--- config.mk ---
export PLATFORM = sky130hd
export DESIGN_NAME = router_output_channel_flat
export DESIGN_NICKNAME = d
export VERILOG_FILES = /design/src/rtl/router_pkg.sv /design/src/rtl/router_output_channel_if.sv /design/src/rtl/router_vc_fifo.sv /design/src/rtl/router_output_channel.sv /design/src/flat_wrapper.sv
export SDC_FILE = /design/constraint.sdc
export NUM_CORES = 1
export LEC_CHECK = 0
export BUFFER_PORTS_ARGS = -buffer_cell sky130_fd_sc_hd__buf_4
export CAP_MARGIN = 5
export CORE_UTILIZATION = 49
export DETAILED_ROUTE_END_ITERATION = 6
export PLACE_DENSITY = 0.69
export SLEW_MARGIN = 10
export SYNTH_ARGS = -nofsm -noshare
export SYNTH_HDL_FRONTEND = slang
export SYNTH_SLANG_ARGS = --single-unit
--- constraint.sdc ---
create_clock -name clk -period 9 [get_ports clk]
set_clock_uncertainty 0.1 [all_clocks]
set_input_delay 1.8 -clock clk [delete_from_list [all_inputs] [get_ports clk]]
set_output_delay 1.8 -clock clk [all_outputs]
set_load 0.05 [all_outputs]
--- src/rtl/router_pkg.sv ---
// Shared types and constants for the router output channel and its VC FIFOs.
package router_pkg;

    // Default flit width on the inter-router link.
    localparam int unsigned FLIT_W = 64;

    // Number of virtual channels per output port.
    localparam int unsigned NUM_VC = 2;

    // Virtual-channel identifier.
    typedef logic [0:0] vc_id_t;

    // VC1 carries even-polarity traffic, VC2 carries odd-polarity traffic.
    localparam vc_id_t VC1 = 1'b0;
    localparam vc_id_t VC2 = 1'b1;

    // A posedge seen with polarity high leads into an even cycle, so it serves VC1.
    function automatic vc_id_t sel_vc(input logic polarity);
        return vc_id_t'(~polarity);
    endfunction

endpackage

--- src/rtl/router_output_channel_if.sv ---
// Crossbar-side push handshake and downstream link signals of one router output port.
// The master side is the crossbar plus downstream input channel; the slave side is
// router_output_channel.
interface router_output_channel_if #(
    parameter int unsigned DATA_W = router_pkg::FLIT_W
);
    import router_pkg::*;

    // Crossbar push port.
    logic              xbar_valid;
    vc_id_t            xbar_vc;
    logic [DATA_W-1:0] xbar_data;
    logic              xbar_ready;

    // Inter-router link.
    logic              ready_in;
    logic              send_out;
    logic [DATA_W-1:0] data_out;

    modport master (
        output xbar_valid,
        output xbar_vc,
        output xbar_data,
        output ready_in,
        input  xbar_ready,
        input  send_out,
        input  data_out
    );

    modport slave (
        input  xbar_valid,
        input  xbar_vc,
        input  xbar_data,
        input  ready_in,
        output xbar_ready,
        output send_out,
        output data_out
    );

endinterface

--- src/rtl/router_vc_fifo.sv ---
// Single virtual-channel FIFO: circular buffer with an explicit occupancy count,
// synchronous active-high reset. Push into a full FIFO and pop from an empty one are
// ignored, so the pointers never overrun.
module router_vc_fifo #(
    parameter int unsigned DATA_W   = 64,
    parameter int unsigned VC_DEPTH = 2
) (
    input  logic              clk,
    input  logic              reset,
    input  logic              push,
    input  logic [DATA_W-1:0] push_data,
    input  logic              pop,
    output logic [DATA_W-1:0] head,
    output logic              full,
    output logic              empty
);

    localparam int unsigned PTR_W = (VC_DEPTH > 1) ? $clog2(VC_DEPTH) : 1;
    localparam int unsigned CNT_W = $clog2(VC_DEPTH + 1);

    logic [DATA_W-1:0] mem_q [VC_DEPTH];
    logic [PTR_W-1:0]  wr_ptr_q, wr_ptr_d;
    logic [PTR_W-1:0]  rd_ptr_q, rd_ptr_d;
    logic [CNT_W-1:0]  count_q, count_d;
    logic              do_push;
    logic              do_pop;

    // Pointer advance with explicit wrap so non-power-of-two depths work.
    function automatic logic [PTR_W-1:0] bump(input logic [PTR_W-1:0] ptr);
        return (ptr == PTR_W'(VC_DEPTH - 1)) ? '0 : ptr + 1'b1;
    endfunction

    assign full    = (count_q == CNT_W'(VC_DEPTH));
    assign empty   = (count_q == '0);
    assign head    = mem_q[rd_ptr_q];
    assign do_push = push && !full;
    assign do_pop  = pop && !empty;

    // Next-state pointers and occupancy; a simultaneous push and pop leaves the count alone.
    always_comb begin
        wr_ptr_d = wr_ptr_q;
        rd_ptr_d = rd_ptr_q;
        count_d  = count_q;
        if (do_push) begin
            wr_ptr_d = bump(wr_ptr_q);
        end
        if (do_pop) begin
            rd_ptr_d = bump(rd_ptr_q);
        end
        unique case ({do_push, do_pop})
            2'b10:   count_d = count_q + 1'b1;
            2'b01:   count_d = count_q - 1'b1;
            default: count_d = count_q;
        endcase
    end

    // Pointer/count state; reset flushes the FIFO by clearing the count and pointers.
    always_ff @(posedge clk) begin
        if (reset) begin
            wr_ptr_q <= '0;
            rd_ptr_q <= '0;
            count_q  <= '0;
        end else begin
            wr_ptr_q <= wr_ptr_d;
            rd_ptr_q <= rd_ptr_d;
            count_q  <= count_d;
        end
    end

    // Storage write; contents need no reset because occupancy comes from the count.
    always_ff @(posedge clk) begin
        if (!reset && do_push) begin
            mem_q[wr_ptr_q] <= push_data;
        end
    end

endmodule

--- src/rtl/router_output_channel.sv ---
// Output-port stage of a mesh router: two VC FIFOs fed by the crossbar, drained onto the
// inter-router link on the cycle whose polarity matches each VC, while downstream is ready.
// Optional build macro ROUTER_OC_STATS_EN adds a 32-bit sent-flit counter output.
module router_output_channel
    import router_pkg::*;
#(
    parameter int unsigned DATA_W   = FLIT_W,
    parameter int unsigned VC_DEPTH = 2
) (
    input  logic                  clk,
    input  logic                  reset,
    input  logic                  polarity,
    router_output_channel_if.slave link,
    output logic [NUM_VC-1:0]     vc_full,
    output logic [NUM_VC-1:0]     vc_empty
`ifdef ROUTER_OC_STATS_EN
    ,
    output logic [31:0]           sent_count
`endif
);

    vc_id_t            sel;
    logic [NUM_VC-1:0] push;
    logic [NUM_VC-1:0] pop;
    logic [DATA_W-1:0] head [NUM_VC];
    logic              send_d, send_q;
    logic [DATA_W-1:0] data_d, data_q;

    assign sel = sel_vc(polarity);

    // Ready depends only on registered FIFO state, never on ready_in or a same-cycle pop.
    assign link.xbar_ready = !vc_full[link.xbar_vc];

    // Push decode into the targeted VC; pop only the polarity-selected VC.
    always_comb begin
        push = '0;
        pop  = '0;
        push[link.xbar_vc] = link.xbar_valid && link.xbar_ready;
        pop[sel]           = link.ready_in && !vc_empty[sel];
        send_d             = pop[sel];
        data_d             = send_d ? head[sel] : '0;
    end

    for (genvar g = 0; g < NUM_VC; g++) begin : g_vc
        router_vc_fifo #(
            .DATA_W   (DATA_W),
            .VC_DEPTH (VC_DEPTH)
        ) u_fifo (
            .clk       (clk),
            .reset     (reset),
            .push      (push[g]),
            .push_data (link.xbar_data),
            .pop       (pop[g]),
            .head      (head[g]),
            .full      (vc_full[g]),
            .empty     (vc_empty[g])
        );
    end

    // Registered link outputs; data is forced to zero on idle cycles.
    always_ff @(posedge clk) begin
        if (reset) begin
            send_q <= 1'b0;
            data_q <= '0;
        end else begin
            send_q <= send_d;
            data_q <= data_d;
        end
    end

    assign link.send_out = send_q;
    assign link.data_out = data_q;

`ifdef ROUTER_OC_STATS_EN
    logic [31:0] sent_count_q;

    // Count edges that launch a flit; wraps naturally at 32 bits.
    always_ff @(posedge clk) begin
        if (reset) begin
            sent_count_q <= '0;
        end else if (send_d) begin
            sent_count_q <= sent_count_q + 32'd1;
        end
    end

    assign sent_count = sent_count_q;
`endif

endmodule

--- src/flat_wrapper.sv ---
// flat-port wrapper written by rule: the top's interface ports become plain ports
module router_output_channel_flat import router_pkg::*;
#(
    parameter int unsigned DATA_W   = FLIT_W,
    parameter int unsigned VC_DEPTH = 2
)
  (clk, reset, polarity, vc_full, vc_empty, link_xbar_valid, link_xbar_vc, link_xbar_data, link_ready_in, link_xbar_ready, link_send_out, link_data_out);
  router_output_channel_if #(.DATA_W(DATA_W)) link_i ();
  input  logic clk;
  input  logic reset;
  input  logic polarity;
  output logic [NUM_VC-1:0] vc_full;
  output logic [NUM_VC-1:0] vc_empty;
  input wire logic [$bits(link_i.xbar_valid)-1:0] link_xbar_valid;
  input wire logic [$bits(link_i.xbar_vc)-1:0] link_xbar_vc;
  input wire logic [$bits(link_i.xbar_data)-1:0] link_xbar_data;
  input wire logic [$bits(link_i.ready_in)-1:0] link_ready_in;
  output wire logic [$bits(link_i.xbar_ready)-1:0] link_xbar_ready;
  output wire logic [$bits(link_i.send_out)-1:0] link_send_out;
  output wire logic [$bits(link_i.data_out)-1:0] link_data_out;
  assign link_i.xbar_valid = link_xbar_valid;
  assign link_i.xbar_vc = link_xbar_vc;
  assign link_i.xbar_data = link_xbar_data;
  assign link_i.ready_in = link_ready_in;
  assign link_xbar_ready = link_i.xbar_ready;
  assign link_send_out = link_i.send_out;
  assign link_data_out = link_i.data_out;
  router_output_channel #(.DATA_W(DATA_W), .VC_DEPTH(VC_DEPTH)) u_core (.clk(clk), .reset(reset), .polarity(polarity), .link(link_i), .vc_full(vc_full), .vc_empty(vc_empty));
endmodule
* Word level (Yosys, flattened, before mapping) *
Memories as Yosys holds them, arrays and structs flattened. A register that Yosys moved wholly into a read port is not among the register bits.
Cells that the tools add are included.

operators by class
  equal/unequal tests = 6
  reduce and logical (&&, ||, !) cells = 22
  $add $sub $neg = 8
  bitwise logic cells = 5
  muxes and demuxes = 27
  $lt $le $gt $ge = 5

operators by type and width
  cell                                                                           count
  64-bit two-way mux                                                             3
  1-bit two-way mux                                                              20
  1-bit logical AND                                                              10
  2-bit equality test (second input constant)                                    4
  2-bit case mux with 2 select lines                                             2
  1-bit logical NOT                                                              7
  1-bit adder (second input constant)                                            4
  2-bit by 1-bit adder with 2-bit output (second input constant)                 2
  2-bit bitwise AND                                                              2
  2-bit by 1-bit equality test with 1-bit output (second input constant)         2
  2-bit logical NOT                                                              2
  1-bit by 2-bit less-than comparator with 1-bit output (second input constant)  2
  2-bit nonzero test                                                             2
  2-bit by 1-bit subtractor with 2-bit output (second input constant)            2
  1-bit demux with 1-bit select                                                  2
  1-bit >= comparator (second input constant)                                    2
  2-bit >= comparator (second input constant)                                    1
  1-bit inverter                                                                 2
  1-bit inverter with 2-bit output                                               1
  2-bit OR reduction                                                             1

storage, ports and cells
  RAM bits = 256
  bits in registers = 73
  output and inout port bits = 70
  memories = 2

memory list
  memory                       words  bits a word  rd ports  clocked after Yosys merged registers in  wr ports  line                  RTL
  u_core.g_vc[0].u_fifo.mem_q  2      64           1         1                                        1         router_vc_fifo.sv:21  logic [DATA_W-1:0] mem_q [VC_DEPTH];
  u_core.g_vc[1].u_fifo.mem_q  2      64           1         1                                        1         router_vc_fifo.sv:21

* Logic depth before layout (Yosys ltp) *
  word-level depth = 10
  mapped depth = 6

* Cells and area by module *
A second synthesis with hierarchy kept.

unflattened totals
  cells, all modules = 671
  area, all modules = 12,364.4 µm²

modules (own cells, without submodules)
  module                 cells an instance  times used  sequential area each (µm²)  area an instance (µm²)
  router_vc_fifo         224                2           3,943.8                     4,822.1
  router_output_channel  223                1           1,301.2                     2,720.1

* Worst setup path before layout *
OpenSTA, ideal clock, no wires.

  path kind = in2reg
  start = in link_xbar_valid
  end = mem u_core.g_vc[0].u_fifo.mem_q[0][0] (enable)
  required time = 8.414 ns
  arrival time = 4.757 ns
  cell stages on the path = 3
  buffers on the path = 0
  path slack = 3.656 ns
  cell sequence = nor2b_1 -> nand3_1 -> nor2_1

on the way
  longest elaborated chain between the ends = 6

ends and longest elaborated chain
  element                                  line                         RTL
  start, declared                          flat_wrapper.sv:14           input wire logic [$bits(link_i.xbar_valid)-1:0] link_xbar_valid;
  1-bit logical AND                        router_output_channel.sv:38  push[link.xbar_vc] = link.xbar_valid && link.xbar_ready;
  2-bit bitwise AND (no source line)       -
  1-bit logical AND                        router_vc_fifo.sv:36         assign do_push = push && !full;
  1-bit logical AND                        router_vc_fifo.sv:72         if (!reset && do_push) begin
  1-bit two-way mux                        router_vc_fifo.sv:72
  1-bit two-way mux (not written as such)  router_vc_fifo.sv:73         mem_q[wr_ptr_q] <= push_data;
  end, declared                            router_vc_fifo.sv:21

Every way passes these cells.

* Final worst setup path *
  start = in link_xbar_vc
  end = out link_xbar_ready

on the way
  longest elaborated chain between the ends = 3

ends and longest elaborated chain
  element                                                line                         RTL
  start, declared                                        flat_wrapper.sv:15           input wire logic [$bits(link_i.xbar_vc)-1:0] link_xbar_vc;
  1-bit two-way mux (not written as such) (2 in series)  router_output_channel.sv:32  assign link.xbar_ready = !vc_full[link.xbar_vc];
  1-bit logical NOT                                      router_output_channel.sv:32
  end, declared                                          flat_wrapper.sv:18           output wire logic [$bits(link_i.xbar_ready)-1:0] link_xbar_ready;

Every way passes these cells. The select of a mux whose other input is x is not followed.

==> results.json <==
{
  "status": "complete, no violations",
  "netlist_area_sq_mm": 0.0120,
  "rsz0062_at_grt": "false",
  "track_usage_pct": 19.0,
  "cts_max_level": 2,
  "path_class": "in2out",
  "core_sq_mm": 0.0238,
  "clockBufferDepth": 3,
  "required_ns": 7.10,
  "startpoint_type": "primary input",
  "grt_pass1_vias": 6723,
  "cp.arrival_ns": 2.41,
  "fin_area_sq_mm": 0.0144,
  "irDropWorstVdd_uv": 171,
  "drive_gt1_share_pct": 29.8,
  "cts_tree": "yes",
  "gp_congestion": 0.701,
  "setup_viol": 0,
  "postCtsSetupBuffers": 0,
  "wl_per_cell_microns": 19.6,
  "hpwl_microns": 12200,
  "yosysUniqueCellTypes": 26,
  "post-synth-top-count-cell": "edfxtp_1",
  "path_clk_slew_ns": 0.06,
  "first_iter_violations": 323,
  "cts_sinks": 331,
  "slew_violations": 0,
  "synth_common_cells": "256 x edfxtp_1, 79 x a211oi_1, 75 x dfxtp_1, 65 x mux2i_1, 65 x nor2b_1",
  "cts_root_buffer": "clkbuf_16",
  "synth_async_sr_flop_share_pct": 0,
  "netlist_instances": 687,
  "fill_cells": 1740,
  "die-area_sq_mm": 0.0251,
  "synth_ff_type": "edfxtp_1",
  "postCtsHoldBufs": 0,
  "multi_input_area_sq_mm": 0.00255,
  "port_buffers": 139,
  "p_leak_nw": 4.88,
  "finalCritPeriodShare_pct": 47.9,
  "antenna_cells": 0,
  "antenna_left": 0,
  "drc": 0,
  "synth_top_area_share_pct": 64.2,
  "yosysWarnings": 0,
  "num_rows": 56,
  "first_pass_iters": 4,
  "overflow": 0,
  "areaGrowthSynthToFinish_pct": 20.5,
  "ios": 140,
  "hp-class": "reg2reg",
  "synth_area_leaders": "edfxtp_1 64%, dfxtp_1 13%, mux2i_1 5.4%",
  "syn-num-nets": 759,
  "antenna_found_initial": 0,
  "worst-path-max-fanout": 3,
  "avgViaCountPerCell": 5.42,
  "yosysTopAreaCell": "edfxtp_1",
  "grt_first_pass_wirelength_microns": 35600,
  "cts_buffers": 34,
  "start_util_pct": 50.4,
  "grt_max_degree": 71,
  "maxCapViolations": 0,
  "clock_latency_ns": 0.51,
  "slew_headroom_pct": 20.4,
  "clock.fmax_mhz": 232,
  "ys_ff_latch": 331,
  "finalHoldViolCount": 0,
  "worstSetupEndpointType": "primary output",
  "die_w_microns": 158,
  "syn_area_per_cell_sq_um": 17.4,
  "power.density_mw_per_mm2": 235,
  "tightest_slew_ns": 1.19,
  "finalNetCount": 895,
  "postPlaceCellArea_sq_mm": 0.0133,
  "die_h_microns": 158,
  "cts_resized": 0,
  "via_count": 6325,
  "routed_wl_microns": 22900,
  "seq_area_frac_synth_pct": 76.7,
  "synth-edff-count": 256,
  "seq_area_sq_mm": 0.00920,
  "finalSetupTns_ns": 0,
  "fin_crit_ns": 4.31
}
-- worst max-delay path: stages --
cell	delay (ns)
buf_4	0.12
inv_1	0.09
mux2i_1	0.18
buf_4	0.21
-- registers in the layout, indices dropped and copies added, names as in the netlist, named ones only --
register / cells
u_core.g_vc.u_fifo.wr_ptr_q: 2
u_core.g_vc.u_fifo.count_q: 4
u_core.g_vc.u_fifo.rd_ptr_q: 2
u_core.link.send_out: 1
u_core.g_vc.u_fifo.mem_q: 256
u_core.link.data_out: 64
-- cell families after synthesis --
family / count (synthesis) / synth area share (%)
AOI/OAI and AO/OA: 141 / 10.7
xor gates and xnor gates: 4 / 0.292
adders and majority gates: 2 / 0.209
buffers and inverters: 54 / 2.26
DFF: 331 / 76.7
muxes: 65 / 5.43
and+or+nand+nor: 90 / 4.40
-- path summary, 6_finish.rpt --
path | startpoint | endpoint | slack, ns | cells after the start
worst max-delay path | link_xbar_vc | link_xbar_ready | 4.69 | 4
worst min-delay path | u_core.g_vc[0].u_fifo.rd_ptr_q$_SDFFE_PP0P_ | u_core.g_vc[0].u_fifo.rd_ptr_q$_SDFFE_PP0P_ | 0.41 | 2
worst max register to register | flip-flop | u_core.link.data_out[55]$_SDFF_PP0_ | 6.56 | 4
worst min register to register | u_core.g_vc[0].u_fifo.rd_ptr_q$_SDFFE_PP0P_ | u_core.g_vc[0].u_fifo.rd_ptr_q$_SDFFE_PP0P_ | 0.41 | 2
-- final cells by class --
cell class	count	area share, %
Multi-Input combinational cell	302	17.7
Clock buffer	56	7.46
Timing Repair Buffer	147	7.67
Sequential cell	331	63.7
Clock inverter	6	0.555
Inverter	7	0.182
Tap cell	319	2.76
-- power by group --
part | internal (mW) | total (mW) | switching [mW]
Sequential | 1.70 | 1.72 | 0.0248
Combinational | 0.0878 | 0.262 | 0.174
Clock | 0.874 | 1.41 | 0.534
-- routing by layer --
metal | track usage [%] | vias to the layer above | part of all wire (%)
met5 | 0 | - | 0
met4 | 6.55 | 0 | 2.1
met3 | 5.04 | 39 | 5.8
met2 | 33.3 | 161 | 51
met1 | 22.5 | 3197 | 41
li1 | - | 2928 | -
-- metrics by stage --
stage / total power [mW] / utilization (%) / cells / hold WS (ns) / setup slack, ns
after floorplan: 1.92 / - / 687 / 0.326 / 3.66
after global placement: 2.00 / 55.9 / 1106 / 0.371 / 4.68
after detailed placement: 2.02 / 55.9 / 1106 / 0.397 / 4.69
after CTS: 3.43 / 60.8 / 1168 / 0.417 / 4.69
after global routing: 3.51 / 60.8 / 1168 / 0.442 / 4.65
final: 3.39 / 60.8 / 1168 / 0.411 / 4.69
-- placed cells by master, fill, tap and decap left out, types with 6 or more instances in the layout --
master     synthesis  routed
a211oi_1          79      79
nor2b_1           65      65
clkbuf_8           0       8
nor2_1            11       7
clkbuf_1          25      11
edfxtp_1         256     256
a211oi_2          49      49
mux2i_1           65      65
clkbuf_16          0      37
buf_4              5     146
inv_1              7       7
dfxtp_1           75      73
a21oi_1            6       6
No activity file was read; power rests on OpenSTA's default activity.
